<file path="src/rtl/mips_perf_dump.sv">
// rtl/mips_perf_dump.sv - snapshot eight perf counters and stream them as a checksummed byte frame
module mips_perf_dump (
  input  logic        mips_cpu_clk,
  input  logic        mips_cpu_reset,
  input  logic [31:0] cycle_cnt,
  input  logic [31:0] inst_cnt,
  input  logic [31:0] br_cnt,
  input  logic [31:0] ld_cnt,
  input  logic [31:0] st_cnt,
  input  logic [31:0] user1_cnt,
  input  logic [31:0] user2_cnt,
  input  logic [31:0] user3_cnt,
  input  logic        dump_req,
  output logic        dump_valid,
  output logic [7:0]  dump_data,
  output logic        dump_last,
  input  logic        dump_ready,
  output logic        busy,
  output logic [7:0]  drop_cnt
);

  localparam logic [7:0] HEADER = 8'hA5;

  typedef enum logic [1:0] {IDLE, HEAD, DATA, CSUM} state_t;

  state_t       state, state_nxt;
  logic [255:0] snapshot;
  logic [7:0]   csum;
  logic [4:0]   byte_idx;
  logic [7:0]   data_byte;
  logic         accept;
  logic         start;

  assign busy      = (state != IDLE);
  assign accept    = dump_valid && dump_ready;
  assign start     = (state == IDLE) && dump_req;
  assign data_byte = snapshot[{byte_idx, 3'b000} +: 8];

  // Outputs are decoded from registered state only, so data/last hold during stalls
  always_comb begin
    state_nxt  = state;
    dump_valid = 1'b0;
    dump_data  = 8'h00;
    dump_last  = 1'b0;
    case (state)
      IDLE: begin
        if (dump_req) state_nxt = HEAD;
      end
      HEAD: begin
        dump_valid = 1'b1;
        dump_data  = HEADER;
        if (dump_ready) state_nxt = DATA;
      end
      DATA: begin
        dump_valid = 1'b1;
        dump_data  = data_byte;
        if (dump_ready && (byte_idx == 5'd31)) state_nxt = CSUM;
      end
      CSUM: begin
        dump_valid = 1'b1;
        dump_data  = csum;
        dump_last  = 1'b1;
        if (dump_ready) state_nxt = IDLE;
      end
      default: state_nxt = IDLE;
    endcase
  end

  always_ff @(posedge mips_cpu_clk or posedge mips_cpu_reset) begin
    if (mips_cpu_reset) begin
      state    <= IDLE;
      snapshot <= '0;
      csum     <= 8'h00;
      byte_idx <= 5'd0;
      drop_cnt <= 8'h00;
    end else begin
      state <= state_nxt;
      if (start) begin
        snapshot <= {user3_cnt, user2_cnt, user1_cnt, st_cnt,
                     ld_cnt, br_cnt, inst_cnt, cycle_cnt};
        csum     <= 8'h00;
      end
      if ((state == HEAD) && accept) byte_idx <= 5'd0;
      if ((state == DATA) && accept) begin
        byte_idx <= byte_idx + 5'd1;
        csum     <= csum + data_byte;
      end
      // Requests during a frame are counted, never queued
      if (dump_req && busy && (drop_cnt != 8'hFF)) drop_cnt <= drop_cnt + 8'd1;
    end
  end

endmodule

</file>
<file path="config.mk">
export PLATFORM = sky130hd
export DESIGN_NAME = mips_perf_dump
export DESIGN_NICKNAME = d
export VERILOG_FILES = /design/src/rtl/mips_perf_dump.sv
export SDC_FILE = /design/constraint.sdc
export NUM_CORES = 1
export LEC_CHECK = 0
export CAP_MARGIN = 20
export CORE_ASPECT_RATIO = 1.4
export CORE_MARGIN = 3
export CORE_UTILIZATION = 35
export DETAILED_ROUTE_END_ITERATION = 16
export GPL_TIMING_DRIVEN = 0
export MAX_ROUTING_LAYER = met4
export PLACE_DENSITY = 0.57
export SLEW_MARGIN = 10
export SYNTH_ARGS = -nofsm -noshare
export SYNTH_HDL_FRONTEND = slang
export SYNTH_SLANG_ARGS = --single-unit
</file>
<file path="constraint.sdc">
create_clock -name mips_cpu_clk -period 12.5 [get_ports mips_cpu_clk]
set_input_delay 2.5 -clock mips_cpu_clk [delete_from_list [all_inputs] [get_ports mips_cpu_clk]]
set_output_delay 2.5 -clock mips_cpu_clk [all_outputs]
set_load 0.01 [all_outputs]
</file>
==> results of run 1 <==
-- critical path: cells and delay by family (launching register included) --
| kind | cells | cell delay [ns] |
|---|---|---|
| compound gates | 1 | 0.09 |
| mux | 3 | 1.23 |
| flops | 1 | 0.34 |
| buf+inv | 4 | 1.50 |
| simple gates | 1 | 0.07 |
-- layout make-up --
type / count / area [um2]
clock inverters: 14 / 208
repair buffers: 281 / 2870
fillers: 3196 / 18700
diodes: 5 / 12.5
plain buffers: 52 / 254
multi-input cells: 469 / 5630
well taps: 462 / 578
clock buffers: 40 / 860
flip-flops and latches: 279 / 6980
inverters: 8 / 37.5
-- state kept, by name, summed over array words and instances, names as in the netlist --
name      count
byte_idx      5
csum          8
drop_cnt      8
snapshot    256
state         2
-- power groups by stage --
stage | logic, W | registers [W] | clock network [W]
3_3_place_gp | 0.00187 | 0.00159 | 0
3_5_place_dp | 0.00190 | 0.00161 | 0
2_1_floorplan | 0.00133 | 0.00152 | 0
4_1_cts | 0.00191 | 0.00159 | 0.000980
5_1_grt | 0.00202 | 0.00165 | 0.00102
6_report | 0.00187 | 0.00159 | 0.000956
-- how the worst max path moves through the flow --
stage,start,to,slack [ns]
6_report,byte_idx[1],dump_data[0],6.18
4_1_cts,byte_idx[1],dump_data[0],6.10
3_3_place_gp,mips_cpu_reset,snapshot[6],-1.69
2_1_floorplan,mips_cpu_reset,byte_idx[0],2.31
3_5_place_dp,byte_idx[1],dump_data[0],6.71
5_1_grt,byte_idx[1],dump_data[0],6.06
-- cell usage in the layout (no fill, tap or decap), types with 6 or more instances in the layout --
master	n
dfrtp_1	279
clkdlybuf4s50_1	278
mux2_2	266
mux4_2	72
clkbuf_1	39
clkbuf_16	31
nand2_1	24
ha_1	14
o21ai_0	11
buf_2	10
xnor2_1	10
nand3_1	9
inv_1	7
nor2_1	6
-- layer usage --
| metal | share of wire | GRT usage | vias to the layer above |
|---|---|---|---|
| met5 | 0 | - | - |
| li1 | - | - | 3669 |
| met4 | 0.018 | 0.0491 | 0 |
| met2 | 0.54 | 0.360 | 210 |
| met1 | 0.39 | 0.245 | 4279 |
| met3 | 0.052 | 0.0349 | 43 |
-- through the flow --
| stage | setup TNS [ns] | total power, W | cell area (um2) | hold slack (ns) |
|---|---|---|---|---|
| 5_1_grt | 0 | 0.00468 | 17400 | 0.514 |
| 2_1_floorplan | 0 | 0.00285 | 12900 | 0.445 |
| 3_3_place_gp | -462.46 | 0.00346 | 16300 | 0.459 |
| 6_report | 0 | 0.00442 | 17400 | 0.478 |
| 3_5_place_dp | 0 | 0.00351 | 16300 | 0.470 |
| 4_1_cts | 0 | 0.00448 | 17400 | 0.479 |
-- logic make-up (layout without fill, tap and decap cells) --
group,after synthesis,count (layout),share of synthesized area
AOI/OAI and AO/OA,38,38,0.0206
other,0,5,0
and+or+nand+nor,56,56,0.0205
adders and majority gates,15,15,0.0151
muxes,348,348,0.372
xor gates and xnor gates,12,12,0.00815
DFF,279,279,0.541
buffers and inverters,60,395,0.0220
==> run metrics, run 1 <==
status complete, no violations; Num CTS Buffers 30; Max Fclk 158 MHz; drt via density 5.09; RSZ-0062 raised after global routing false; Max Slew Vio Count 0; Die W 168 um; post-CTS setup buffers 0; detailed-route via count 8201; antenna violations before repair 5; Hold Crit Class flop to flop; CTS max path bufs 3; cell internal pwr 0.00302 W; Cells after Synth 808; max-cap violations 0; crit path DAT 3.82 ns; slowest stage cell on the critical path mux4_2; Synth top cells by count dfrtp_1, mux2_2, mux4_2; grt total ovfl 0; Startpoint Class flop; YS warnings 0; Avg WL per Cell 24.4 um; top-area cell type share of the netlist area 0.541; first-pass GRT wire length 57.5 mm; Post-Layout Cell Count 1610; cell chosen for the clock root clkbuf_16; WHS Endpoint csum[7]; reg-to-reg setup timing slack 8.20 ns; Tmin final 6.32 ns; final hold vios 0; setup slack at placement 6.71 ns; P_sw 0.00140 W; switching part of the total 0.317; leading register cell type out of synthesis dfrtp_1; CTS Hold Buffers Added 0; P&R area growth vs syn 35.1%; DRC 0; nets 1396; asr flop ratio synth 1.00; Logic pwr share 0.423; Peak VDD IR 0.113 mV; Placer Congestion 0.864; Worst R2R End csum[6]; CP cell instances buf_2, buf_2, buf_2, mux4_2, mux4_2, mux2_2, nand2_1, a31oi_1, clkdlybuf4s50_1; hold depth 1; core box area 36100 um2; port bufs 278; top-count cell post-synth dfrtp_1; share of layout cells above drive strength 1 0.358; #FFs+latches synth 279; Setup CP Type flop to primary output; Initial Utilization 0.357; Std-Cell Rows 82; TritonCTS clock tree done; io pins 279; Die Span Y 233 um; Area contributors post-synth dfrtp_1, mux2_2, mux4_2; Post-synth EDFFs 0; Critical Path Sink Type primary output; drt initial violations 401; Worst Path Max Fanout 10; Clock Sinks 279; H-tree levels 1; latest clock arrival within the worst-skew pair 0.56 ns; Worst-path clk slew 0.06 ns; Post-Route WL 39.2 mm; Yosys cell types 38; Worst R2R Start byte_idx[1]; endpoints failing setup 0; vias in the first global route 8990; final core utilization 0.482; fin worst setup slack 6.18 ns; Tot GR Track Use 0.204; largest area contributor in the netlist dfrtp_1; Pleak 7.07 nW; Critical Path RT 10.00 ns; Critical Path Most Common Cell buf_2; post-synthesis area per instance 16.0 um2; Seq pwr share 0.361; Antenna Violating Nets Remaining 0; Post-CTS Resized 0; post-DP HPWL 30.0 mm; ratio of final minimum period to clock period 0.505; Clock power frac 0.217; R2R depth 14; post-placement cell count 1551; DIE AREA 39200 um2; mapped cell area 12900 um2; net count after synthesis 1083; worst hold start csum[7]; sequential fraction of the synthesis area 0.541; slew at the pin closest to its max-slew limit 0.843 ns; pwr/cell area 253 nW/um2; TritonRoute pass-1 iters 4; Final Skew 0.0114 ns; largest net degree at the start of global routing 105; Slew HR 0.438; CP max stage delay 0.52 ns
(Power assumes the default switching activity.)
==> run 2, diff against run 1 <==
==> constraint.sdc (replaced) <==
create_clock -name mips_cpu_clk -period 6 [get_ports mips_cpu_clk]
set_input_delay 1.2 -clock mips_cpu_clk [delete_from_list [all_inputs] [get_ports mips_cpu_clk]]
set_output_delay 1.2 -clock mips_cpu_clk [all_outputs]
set_load 0.01 [all_outputs]
==> run 2 against run 1 <==
Effect of this change:
- sequential share of layout area decreased by 0.41 points
- critical endpoint unchanged
- utilization up 0.50 points
- clock power increased by 130%
- setup slack got worse by 5.2 ns
==> run metrics, run 2 (synthesized netlist as in run 1, its figures left out) <==
status complete, no violations; drt via density 5.13; Clock Sinks 279; port bufs 278; R2R depth 14; RSZ-0062 raised after global routing false; CTS Hold Buffers Added 0; Initial Utilization 0.357; Avg WL per Cell 24.5 um; Die Span Y 233 um; vias in the first global route 9194; slew at the pin closest to its max-slew limit 0.930 ns; Worst R2R End csum[6]; post-DP HPWL 30.4 mm; Std-Cell Rows 82; H-tree levels 1; crit path capture dump_data[0]; DRC 0; reg-to-reg setup timing slack 1.76 ns; post-CTS setup buffers 0; Antenna Violating Nets Remaining 0; Critical Path RT 4.80 ns; Post-CTS Resized 0; register area 6980 um2; Final Skew 0.00942 ns; Peak VDD IR 0.303 mV; detailed-route via count 8289; drt initial violations 308; latest clock arrival within the worst-skew pair 0.56 ns; placed instance area 16400 um2; share of layout cells above drive strength 1 0.363; ratio of final minimum period to clock period 0.831; Slew HR 0.380; P&R area growth vs syn 36.5%; most common cell after layout, fill and taps aside dfrtp_1; design area 17600 um2; Startpoint Class flop; Setup CP Type flop to primary output; setup slack at placement 1.55 ns; minimum hold slack 0.484 ns; grt total ovfl 0; TritonRoute pass-1 iters 6; Worst Path Max Fanout 10; endpoints failing setup 0; Multi-input gate area 5630 um2; max-cap violations 0; Pleak 7.15 nW; Hold Crit Class flop to flop; Max Slew Vio Count 0; antenna violations before repair 5; number of flip-flops in the largest register 256; Num CTS Buffers 30; CTS max path bufs 3; crit path DAT 3.79 ns; Biggest register snapshot; filler cell count in the final layout 3189; fin worst setup slack 1.01 ns; cell chosen for the clock root clkbuf_16; Critical Path Sink Type primary output; Critical path origin byte_idx[1]; Worst R2R Start byte_idx[1]; first-pass GRT wire length 58.6 mm; commonest cells after routing, fill and taps aside dfrtp_1, clkdlybuf4s50_1, mux2_2; Tmin final 4.99 ns; Placer Congestion 0.839; DIE AREA 39200 um2; Die W 168 um; io pins 279; core box area 36100 um2; Post-Route WL 39.6 mm; Max Fclk 201 MHz; TritonCTS clock tree done; final hold vios 0; Worst-path clk slew 0.07 ns; Tot Pwr 0.00938 W; Tot GR Track Use 0.208; Largest regs snapshot: 256 flops, csum: 8 flops, drop_cnt: 8 flops; nets 1401; largest net degree at the start of global routing 38; pwr/cell area 533 nW/um2
run 2: layout make-up:
class	instances	area share
Antenna cell	4	0.000569
Clock buffer	40	0.0500
Sequential cell	279	0.397
Buffer	52	0.0144
Clock inverter	15	0.0168
Inverter	8	0.00192
Timing Repair Buffer	286	0.167
Tap cell	462	0.0328
Multi-Input combinational cell	469	0.320
run 2: worst min-delay path by stage:
stage                        startpoint            end  slack (ns)  depth (start not counted)
after global placement          csum[7]        csum[7]        0.46                          1
after floorplan                 csum[7]        csum[7]        0.45                          1
after global routing      snapshot[144]  snapshot[144]        0.51                          1
after CTS                       csum[7]        csum[7]        0.49                          1
after detailed placement        csum[7]        csum[7]        0.48                          1
final                           csum[7]        csum[7]        0.48                          1
run 2: worst max-delay path, stage by stage (launching register included):
cell and delay (ns):
dfrtp_1 0.34, buf_2 0.20, buf_2 0.40, buf_2 0.40, mux4_2 0.40, mux4_2 0.51
mux2_2 0.31, nand2_1 0.08, a31oi_1 0.09, clkdlybuf4s50_1 0.49
run 2: metal layers:
layer  track usage  vias to the layer above  wire, um
li1              -                     3680         -
met1         0.251                     4342     15800
met2         0.364                      219     21100
met3        0.0308                       48      1760
met4        0.0586                        0       947
met5             -                        -         0
run 2: metrics by stage:
stage	utilization	TNS (ns)	std cells
after global placement	0.450	-315.67	1548
final	0.487	0	1615
after CTS	0.487	0	1611
after floorplan	-	0	808
after detailed placement	0.455	0	1556
after global routing	0.487	0	1615
run 2: power breakdown:
group | total (W) | leakage (nW) | internal, W | switching [W]
Sequential | 0.00332 | 3.31 | 0.00283 | 0.000495
Clock | 0.00216 | 0.575 | 0.00137 | 0.000782
Combinational | 0.00391 | 3.27 | 0.00224 | 0.00166
Total | 0.00938 | 7.15 | 0.00645 | 0.00294
==> RTL edit (settings of run 2) <==
The 4 states of `state_t` get a one-hot encoding in 4 bits.
--- a/src/rtl/mips_perf_dump.sv
+++ b/src/rtl/mips_perf_dump.sv
@@ -21,7 +21,7 @@
 
   localparam logic [7:0] HEADER = 8'hA5;
 
-  typedef enum logic [1:0] {IDLE, HEAD, DATA, CSUM} state_t;
+  typedef enum logic [3:0] {IDLE = 4'b0001, HEAD = 4'b0010, DATA = 4'b0100, CSUM = 4'b1000} state_t;
 
   state_t       state, state_nxt;
   logic [255:0] snapshot;
Check against the original RTL: no difference found for any inputs over 10 cycles, from zero or initial values and one cycle with mips_cpu_reset high; not proved beyond that.
==> RTL edit against run 2 <==
Worst setup slack worse by 0.48 ns. Final cell count is 2.6% higher. Register-to-register slack worse by 0.42 ns. Power is 6.6% lower. Combinational power is 11% lower. Highest routed layer unchanged. Die area is 0.64% higher. Routed wire length is 0.67% higher. Hold slack better by 0.015 ns. Design area hardly changed. Area after synthesis is 0.66% higher. Sequential cell count is 2 higher.
==> RTL edit: results (changes against run 2) <==
- CTS buffer count: 31 (+3.3%)
- Hold path start: snapshot[209]$_DFFE_PP0P_
- Worst-path clk slew: 0.07 ns (about the same)
- Ant diodes: 12 (+8)
- Dpl hpwl: 31000 um (+2.0%)
- Wire per inst: 24.1 um (-1.9%)
- Layout Nets: 1429 (+2.0%)
- DRT Pass-1 Iters: 4 (-2)
- Non-clock buffer count: 342 (+1.2%)
- GRT Total Usage: 0.206 (-0.00125)
- Place WS: 1.07 ns (-0.478 ns)
- Status: finished, final reports clean
- GP Congestion: 0.860 (+2.5%)
- Leak pwr: 7.08 nW (-1.0%)
- Register area share after synthesis: 0.542 (about the same)
- CP Max Fanout: 10 (unchanged)
- First-pass GRT wire length: 58500 um (-0.19%)
- Non-CTS inverters: 6 (-2)
- Max incr delay on CP: 0.73 ns (+0.22 ns)
- Worst-Skew Late Latency: between 0.5 and 0.6 ns
- # clk buffers: 43 (+7.5%)
- Min-Delay Path Class: register to register
- Setup ws final: 0.534 ns (-0.481 ns)
- CTS root buffer: clkbuf_16
- Fill cells: 3196 (+0.22%)
- Vias in the first global route: 9174 (-0.22%)
- Layout cells sized above 1: 0.354 (-0.00874)
- Reg2reg path depth: 15 (+1)
- Buffering overhead: 0.182 (+0.000646)
- Multi-input gates: 496 (+5.8%)
- IO Port Bufs: 277 (-0.36%)
- Largest net degree at the start of global routing: 37 (-2.6%)
- Biggest regs: snapshot: 256 flops, csum: 8 flops, drop_cnt: 8 flops
- Final wirelength: 39900 um (+0.67%)
- ClkCell Share: 0.0610 (-0.00580)
- Antenna violations before repair: 12 (+7)
- Placed Cells: 1587 (+2.0%)
- Post-Syn Instances: 840 (+4.0%)
- FF/Latch Area: 0.00703 mm^2 (+0.73%)
- # clock sinks: 281 (+0.72%)
- Distinct cells, synth: 45 (+18%)
- Hold endpoint: snapshot[209]$_DFFE_PP0P_
- Leading post-synthesis cells by instance count: dfrtp_1, mux2_2, mux4_2
- Slew HR: 0.385 (+0.00450)
- Syn nets: 1111 (+2.6%)
- DRT iter0 DRCs: 371 (+20%)
- Worst Skew: 0.0248 ns (+0.0154 ns)
- Fraction of area in multi-input gates: 0.321 (+0.00134)
- Worst reg-to-reg setup slack: 1.34 ns (-0.42 ns)
- Worst path slowest cell: clkbuf_1
- Synth area leaders: dfrtp_1, mux2_2, mux4_2, nand2_1, clkbuf_1
- Ys Warns: 0 (unchanged)
- Detailed-route vias per instance: 5.14 (+0.15%)
- RR Startpoint: byte_idx[1]$_DFFE_PP0P_
- Max VDD drop: 232 uV (-23%)
- Largest delay contributor family on the critical path: buffers and inverters
[RTL edit: how the worst max path moves through the flow]
stage                                        from                         to  cells after the start
after floorplan                    mips_cpu_reset    byte_idx[0]$_DFFE_PP0P_                      1
after global routing      byte_idx[1]$_DFFE_PP0P_               dump_data[2]                     10
after CTS                 byte_idx[1]$_DFFE_PP0P_               dump_data[2]                     10
after detailed placement  byte_idx[1]$_DFFE_PP0P_               dump_data[2]                     10
final                     byte_idx[1]$_DFFE_PP0P_               dump_data[2]                     10
after global placement             mips_cpu_reset  snapshot[117]$_DFFE_PP0P_                      2
[RTL edit: power by group]
| part | switching, W | internal [W] |
|---|---|---|
| Sequential | 0.000457 | 0.00283 |
| Combinational | 0.00149 | 0.00198 |
| Clock | 0.000795 | 0.00122 |
[RTL edit: cells by family after synthesis]
logic type | count (synthesis) | share of synthesized area
fa+ha+maj | 11 | 0.0112
buf+inv | 63 | 0.0228
compound gates | 44 | 0.0232
flops | 281 | 0.542
simple gates | 88 | 0.0308
mux | 340 | 0.361
xor+xnor | 13 | 0.00877
[RTL edit: metrics by stage]
| stage | hold WS (ns) | TNS [ns] | area (um^2) |
|---|---|---|---|
| 6_report | 0.499 | 0 | 17600 |
| 5_1_grt | 0.507 | 0 | 17600 |
| 4_1_cts | 0.496 | 0 | 17600 |
| 3_5_place_dp | 0.487 | 0 | 16500 |
| 3_3_place_gp | 0.474 | -342.47 | 16300 |
| 2_1_floorplan | 0.449 | 0 | 13000 |
[RTL edit: per-layer routing]
metal	track usage	routed length, um	up-vias
met1	0.244	15400	4443
met4	0.0558	841	0
met2	0.359	21200	244
met3	0.0432	2350	42
li1	-	-	3788
met5	-	0	-
